===== config.mk =====
export PLATFORM = sky130hd
export DESIGN_NAME = pipe_hazard_ctrl
export DESIGN_NICKNAME = d
export VERILOG_FILES = /design/src/rtl/pipe_hazard_ctrl.sv
export SDC_FILE = /design/constraint.sdc
export NUM_CORES = 1
export LEC_CHECK = 0
export ABC_CLOCK_PERIOD_IN_PS = 2000
export BUFFER_PORTS_ARGS = -buffer_cell sky130_fd_sc_hd__buf_2
export CORE_MARGIN = 5
export CORE_UTILIZATION = 48
export CTS_CLUSTER_DIAMETER = 50
export DETAILED_ROUTE_END_ITERATION = 16
export GPL_TIMING_DRIVEN = 0
export PLACE_DENSITY = 0.91
export SYNTH_ARGS = -nofsm -noshare
export SYNTH_HDL_FRONTEND = slang
export SYNTH_SLANG_ARGS = --single-unit

===== constraint.sdc =====
create_clock -name clk -period 2 [get_ports clk]
set_input_delay 0.3 -clock clk [delete_from_list [all_inputs] [get_ports clk]]
set_output_delay 0.3 -clock clk [all_outputs]
set_load 0.005 [all_outputs]

===== src/rtl/pipe_hazard_ctrl.sv =====
// ---------------------------------------------------------------------------
// pipe_hazard_ctrl
//   Pipeline sequencing controller for the 5-stage RV32I core.
//   Detects load-use hazards between the instruction in IF/ID and a load in
//   EX, holds the front end for LOAD_LAT cycles while bubbling ID/EX, and
//   squashes wrong-path instructions when EX resolves a taken branch or jump.
//   Keeps saturating counters of stall cycles and redirect flushes.
//
// Parameters
//   LOAD_LAT : total stall cycles per load-use hazard (1..15)
//   CNT_W    : width of the stall/flush performance counters
//
// Ports
//   clk          : core clock, all state on rising edge
//   rst          : synchronous active-high reset
//   id_instr     : raw instruction currently in IF/ID
//   ex_valid     : EX holds a real (non-bubble) instruction
//   ex_opcode    : decoded opcode of the EX instruction (0..36)
//   ex_rd        : destination register of the EX instruction
//   br_taken     : EX resolved a taken branch/JAL/JALR this cycle
//   pc_we        : PC register write enable
//   if_id_we     : IF/ID register write enable
//   if_id_flush  : load NOP into IF/ID
//   id_ex_bubble : load an all-zero bubble into ID/EX
//   pc_sel       : 1 = branch target from EX, 0 = PC+4
//   ld_stall     : controller is holding for a load-use hazard
//   stall_cnt    : saturating count of stall cycles
//   flush_cnt    : saturating count of taken-branch flushes
// ---------------------------------------------------------------------------
module pipe_hazard_ctrl #(
  parameter int LOAD_LAT = 1,
  parameter int CNT_W    = 16
) (
  input  logic             clk,
  input  logic             rst,
  input  logic [31:0]      id_instr,
  input  logic             ex_valid,
  input  logic [5:0]       ex_opcode,
  input  logic [4:0]       ex_rd,
  input  logic             br_taken,
  output logic             pc_we,
  output logic             if_id_we,
  output logic             if_id_flush,
  output logic             id_ex_bubble,
  output logic             pc_sel,
  output logic             ld_stall,
  output logic [CNT_W-1:0] stall_cnt,
  output logic [CNT_W-1:0] flush_cnt
);

  localparam logic [0:0] S_RUN     = 1'b0;
  localparam logic [0:0] S_LDSTALL = 1'b1;

  // Counter reload for the remaining stall cycles after the RUN-state cycle
  // that detected the hazard.
  localparam logic [3:0] LAT_RELOAD = 4'(LOAD_LAT - 1);

  localparam logic [5:0] OPC_LOAD_LO = 6'd10;
  localparam logic [5:0] OPC_LOAD_HI = 6'd14;

  logic [0:0]       r_state;
  logic [3:0]       r_lat_cnt;
  logic [CNT_W-1:0] r_stall_cnt;
  logic [CNT_W-1:0] r_flush_cnt;

  logic [6:0] w_major;
  logic [4:0] w_rs1;
  logic [4:0] w_rs2;
  logic       w_uses_rs1;
  logic       w_uses_rs2;
  logic       w_ex_is_load;
  logic       w_hazard;
  logic       w_redirect;
  logic       w_stalling;
  logic       w_unused_bits;

  function automatic logic [CNT_W-1:0] sat_inc(input logic [CNT_W-1:0] v);
    logic [CNT_W-1:0] one;
    one = {{(CNT_W-1){1'b0}}, 1'b1};
    return (&v) ? v : v + one;
  endfunction

  assign w_major       = id_instr[6:0];
  assign w_rs1         = id_instr[19:15];
  assign w_rs2         = id_instr[24:20];
  assign w_unused_bits = ^{id_instr[31:25], id_instr[14:7]};

  always_comb begin
    w_uses_rs1 = 1'b0;
    w_uses_rs2 = 1'b0;
    case (w_major)
      7'b1100111: w_uses_rs1 = 1'b1;                      // JALR
      7'b1100011: begin w_uses_rs1 = 1'b1; w_uses_rs2 = 1'b1; end // branch
      7'b0000011: w_uses_rs1 = 1'b1;                      // load
      7'b0100011: begin w_uses_rs1 = 1'b1; w_uses_rs2 = 1'b1; end // store
      7'b0010011: w_uses_rs1 = 1'b1;                      // OP-IMM
      7'b0110011: begin w_uses_rs1 = 1'b1; w_uses_rs2 = 1'b1; end // OP
      default: begin
        w_uses_rs1 = 1'b0;
        w_uses_rs2 = 1'b0;
      end
    endcase
  end

  assign w_ex_is_load = ex_valid && (ex_opcode >= OPC_LOAD_LO) &&
                        (ex_opcode <= OPC_LOAD_HI);

  // x0 is never written, so a load targeting it cannot create a dependency.
  assign w_hazard = w_ex_is_load && (ex_rd != 5'd0) &&
                    ((w_uses_rs1 && (w_rs1 == ex_rd)) ||
                     (w_uses_rs2 && (w_rs2 == ex_rd)));

  // A bubble in EX cannot redirect even if br_taken glitches high.
  assign w_redirect = ex_valid && br_taken;

  assign w_stalling = (r_state == S_LDSTALL) || w_hazard;

  always_comb begin
    pc_we        = 1'b1;
    if_id_we     = 1'b1;
    if_id_flush  = 1'b0;
    id_ex_bubble = 1'b0;
    pc_sel       = 1'b0;
    ld_stall     = 1'b0;
    if (rst) begin
      pc_we        = 1'b0;
      if_id_we     = 1'b0;
      if_id_flush  = 1'b1;
      id_ex_bubble = 1'b1;
    end else if (w_redirect) begin
      // Redirect beats any stall: the hazard consumer is on the wrong path.
      pc_sel       = 1'b1;
      if_id_flush  = 1'b1;
      id_ex_bubble = 1'b1;
    end else if (w_stalling) begin
      pc_we        = 1'b0;
      if_id_we     = 1'b0;
      id_ex_bubble = 1'b1;
      ld_stall     = 1'b1;
    end
  end

  always_ff @(posedge clk) begin
    if (rst) begin
      r_state     <= S_RUN;
      r_lat_cnt   <= 4'd0;
      r_stall_cnt <= '0;
      r_flush_cnt <= '0;
    end else if (w_redirect) begin
      r_state     <= S_RUN;
      r_lat_cnt   <= 4'd0;
      r_flush_cnt <= sat_inc(r_flush_cnt);
    end else if (r_state == S_LDSTALL) begin
      r_stall_cnt <= sat_inc(r_stall_cnt);
      if (r_lat_cnt == 4'd1) begin
        r_state   <= S_RUN;
        r_lat_cnt <= 4'd0;
      end else begin
        r_lat_cnt <= r_lat_cnt - 4'd1;
      end
    end else if (w_hazard) begin
      r_stall_cnt <= sat_inc(r_stall_cnt);
      if (LOAD_LAT > 1) begin
        r_state   <= S_LDSTALL;
        r_lat_cnt <= LAT_RELOAD;
      end
    end
  end

  assign stall_cnt = r_stall_cnt;
  assign flush_cnt = r_flush_cnt;

endmodule


# Word level (Yosys, flattened, before mapping)
# Index checks and enable logic that the tools add are counted.
# word_totals
register_bits,37
latchBits,0
ramBits,0
romBits,0
inputBits,47
out_inout_bits,38
wordCells,58
mem_count,0
# classes
add_sub_neg,3
n_mul,0
div,0
n_lt_le_gt_ge,2
n_eq_ne,9
shifts,0
muxes,18
n_bitwise,3
n_reduce_logical,19
# op_table
op,n
$mux W16,3
$add A16 B1 Y16 const B,2
$reduce_and A16 Y1,2
$eq A7 B6 Y1 const B,2
$eq A7 B7 Y1 const B,2
$mux W1,14
$eq A5 B5 Y1,2
$eq A7 B2 Y1 const B,1
$eq A7 B5 Y1 const B,1
$logic_and A1 B1 Y1,7
$ge A6 B4 Y1 const B,1
$le A6 B4 Y1 const B,1
$reduce_or A3 Y1,2
$reduce_or A6 Y1,1
$reduce_bool A5 Y1,1
$eq A4 B1 Y1 const B,1
$mux W4,1
$reduce_and A2 Y1,2
$sub A4 B1 Y4 const B,1
$not A1 Y1,3
$logic_or A1 B1 Y1,2
$reduce_bool A2 Y1,1
$reduce_or A2 Y1,1

# Longest topological paths before layout
# logic_depth
depth_word,10
ltp_mapped,7
mapped_depth_nobuf,7

# Least setup slack after synthesis
# Ideal clock, no wire load.
# synth_timing
path_type,input to register
startpoint,input port ex_opcode[5]
endpoint,register r_stall_cnt[10] (netlist: stall_cnt[10])
setup_ps,123
arrival_time_ps,1736
required_ps,1877
path_slack_ps,141
path_stages,6
path_buffers,0
cell_sequence,nand4b_1 -> a211o_1 -> nor3_4 -> a21oi_4 -> nor4b_1 -> mux2_1
# synth_via
elab_chain_len,7
elab_cells_between_ends,8
cone_classes,order compare: 2; reduce/logical: 6
# synth_lines
element,line,text
start: declaration,38,"input logic [5:0] ex_opcode,"
$ge A6 B4 Y1,105,assign w_ex_is_load = ex_valid && (ex_opcode >= OPC_LOAD_LO) &&
$logic_and A1 B1 Y1,105,
$logic_and A1 B1 Y1 *,105,
$logic_and A1 B1 Y1 * (2 in series),109,assign w_hazard = w_ex_is_load && (ex_rd != 5'd0) &&
$reduce_bool A2 Y1 (no source line) *,-,
$reduce_and A2 Y1 (no source line) *,-,
end signal: assignment,154,r_stall_cnt <= sat_inc(r_stall_cnt);
end signal: assignment,162,r_stall_cnt <= sat_inc(r_stall_cnt);
end: declaration,63,logic [CNT_W-1:0] r_stall_cnt;
# Every way passes the cells marked *; elsewhere a longest branch is shown, timed or not.
# A chain may end at the register's enable or synchronous reset.

# Final worst setup path
# layout_timing
startpoint,input port ex_rd[4]
endpoint,output port id_ex_bubble
# layout_via
elab_chain_len,8
elab_cells_between_ends,12
cone_classes,eq/ne: 2; mux: 3; reduce/logical: 7
# layout_lines
element,line,text
start: declaration,39,"input logic [4:0] ex_rd,"
$eq A5 B5 Y1 (on tied branches),"110, 111",
$logic_and A1 B1 Y1 (on tied branches),"110, 111",
$logic_or A1 B1 Y1,110,((w_uses_rs1 && (w_rs1 == ex_rd)) ||
$logic_and A1 B1 Y1 *,109,
$logic_or A1 B1 Y1 *,116,assign w_stalling = (r_state == S_LDSTALL) || w_hazard;
$mux W1 *,135,end else if (w_stalling) begin
$mux W1 *,130,end else if (w_redirect) begin
$mux W1 *,125,if (rst) begin
end: declaration,44,"output logic id_ex_bubble,"
# Marks and branches as above.

==> flow_summary.toml <==
[synthesis]
synth_edf_count = 0
synth_cell_types = 51
ys_async_sr_fraction_pct = 0
syn_avg_cell_area_um2 = 8.50
synth_top_family_by_area = "simple AND/OR/NAND/NOR gates"
yosysTopAreaCellShare_pct = 35.0
yosysMostFrequentCell = "nor2_1"
synth_warnings = 0
synth_area_mm2 = 0.00212
ys_ff_latch = 37
muxShareOfSynthArea_pct = 5.74
synth_simple_gate_area_share_pct = 31.8
syn-num-nets = 300
synth_compound_area_share_pct = 12.7
yosys-top-cells-count = "39 x nor2_1, 37 x dfxtp_1, 17 x nand2_1"
syn-instance-count = 249
yosys.area_share.adder_pct = 2.37
synth-main-ff-cell = "dfxtp_1"
synth-seq-area-share_pct = 35.0
synth-xor-area-share_pct = 9.11
synthTopCellsByArea = "dfxtp_1 35%, nor2_1 6.9%, xnor2_1 6.2%"
yosys.area.top_type = "dfxtp_1"

[clocking]
clockBufferDepth = 2
cts_made_buffers = 5
clkLatencyLatePin_ns = 0.29
numClockSinks = 37
cts_root_buf = "clkbuf_8"
path_clk_slew_ns = 0.07
htree_levels = 2
cts_tree = "yes"
cts_hold_buffers = 0

[floorplanning]
num_rows = 24
start_util_pct = 48.9
chipHeight_um = 76.4
core_area_mm2 = 0.00432
fp.dieArea_mm2 = 0.00584
pin_count = 85
die_w_um = 76.4

[setup_path]
worstPathArrival_ns = 1.68
cp-end-kind = "output port"
startpoint_type = "primary input"
critPathMaxFanout = 4
crit_required_ns = 1.70
crit_type = "primary input to output port"

[timing]
rsz0062_at_grt = "yes"
finalSetupViolCount = 0
period_needed_ns = 1.98
fmax_mhz = 505
worst_hold_slack_ns = 0.405
max-slew-margin-rel_pct = 68.3
final_hold_viol_count = 0
post-route-period-util_pct = 98.9
drv_slew = 0
skew_ns = 0.00348
worst_pin_slew_ns = 0.475
fin_ws_ns = 0.0211

[job]
cap_violations = 0

[finish]
areaGrowthSynthToFinish_pct = 27.7
stdcell_count = 381
diodes = 0
fin_area_mm2 = 0.00270
drive_gt1_share_pct = 32.5
post-route-util_pct = 62.5
layout.nets = 379

[routing]
num_vias = 2106
firstDrtPassIters = 4
wl_mm = 5.57
viasPerCell = 5.53
drc = 0
ant_nets = 0
wl_per_cell_um = 14.6
drt_iter0_markers = 87

[pwr]
power.density_mw_per_mm2 = 573
leakage_uw = 0.00109
vdd_drop_max_mv = 0.296

[placed_design]
pre_cts_ws_ns = -0.181
port_buffers = 69
placed_cells_incl_taps = 370
globalplace.congestion = 0.863
placed_cell_area_mm2 = 0.00253
dp_hpwl_mm = 4.07

[grt]
grt_antenna_before_repair = 0
grt_max_degree = 12
grt_overflow = 0
grt_usage_pct = 19.4
grt_pass1_vias = 2074
grt_pass1_wl_mm = 9.36

[status]
status = "completed"

[worst_hold_path]
hold_class = "primary input to flop"
-- metrics by stage --
step	power, uW	TNS (ns)
finish	1550	0
global route	1610	-0.0642
CTS	1550	0
detailed placement	882	-1.17
global placement	877	-1.02
floorplan	822	0
-- logic make-up (layout without fill, tap and decap cells) --
kind of cell,Yosys count,after routing
AOI/OAI and AO/OA,37,37
xor gates and xnor gates,22,22
adders and majority gates,4,4
buffers and inverters,15,95
DFF,37,37
muxes,10,10
and+or+nand+nor,124,124
-- sequential cells by signal, summed over array words and instances, names as in the netlist --
signal     flops
flush_cnt     16
stall_cnt     16
r_lat_cnt      4
r_state        1
-- final cells by class --
class	count	area, um2
Buffer	7	35.0
Clock buffer	7	86.3
Clock inverter	1	30.0
Fill cell	355	1620
Inverter	7	26.3
Multi-Input combinational cell	197	1320
Sequential cell	37	747
Tap cell	52	65.1
Timing Repair Buffer	73	392
-- repair_timing --
action,4_1_cts,5_1_grt
gates resized for setup,5,8
setup buffers,2,2
pin swaps,4,1
setup endpoints to repair,5,11
-- worst max-delay path, cell delays in order --
cell,delay (ns)
buf_8,0.09
or4_4,0.53
nor2_4,0.14
nor3_4,0.06
a21oi_4,0.19
or2b_1,0.24
buf_2,0.12
-- layer usage --
layer	routed length, um	share of wire [%]	vias up	track usage (%)
li1	-	-	1043	-
met1	2210	40	984	21.2
met2	2890	52	69	33.7
met3	363	6.5	10	6.62
met4	105	1.9	0	8.39
met5	0	0	-	0
-- power breakdown --
part           total (uW)  switching (uW)  internal, uW
clock network         676             269           407
registers             742            3.26           739
logic                 129            67.3          62.2
-- layout by cell type, fill, tap and decap left out, types with 7 or more instances in the layout --
| cell | n |
|---|---|
| nor2b_1 | 8 |
| nor2_1 | 39 |
| nand3_1 | 12 |
| nand2_1 | 17 |
| xnor2_1 | 15 |
| or3_1 | 7 |
| xor2_1 | 7 |
| inv_1 | 7 |
| buf_2 | 67 |
| dfxtp_1 | 32 |
| a21oi_1 | 15 |
-- final timing paths --
| check | slack [ns] | end | start | depth (start not counted) |
|---|---|---|---|---|
| setup / recovery | 0.02 | id_ex_bubble | ex_rd[4] | 7 |
| hold / removal | 0.41 | stall_cnt[10]$_SDFFE_PP0P_ | rst | 3 |
| setup reg to reg | 0.06 | stall_cnt[5]$_SDFFE_PP0P_ | stall_cnt[2]$_SDFFE_PP0P_ | 7 |
| hold reg to reg | 0.50 | r_lat_cnt[1]$_SDFFE_PP0P_ | r_lat_cnt[1]$_SDFFE_PP0P_ | 2 |
(Power assumes the default switching activity.)
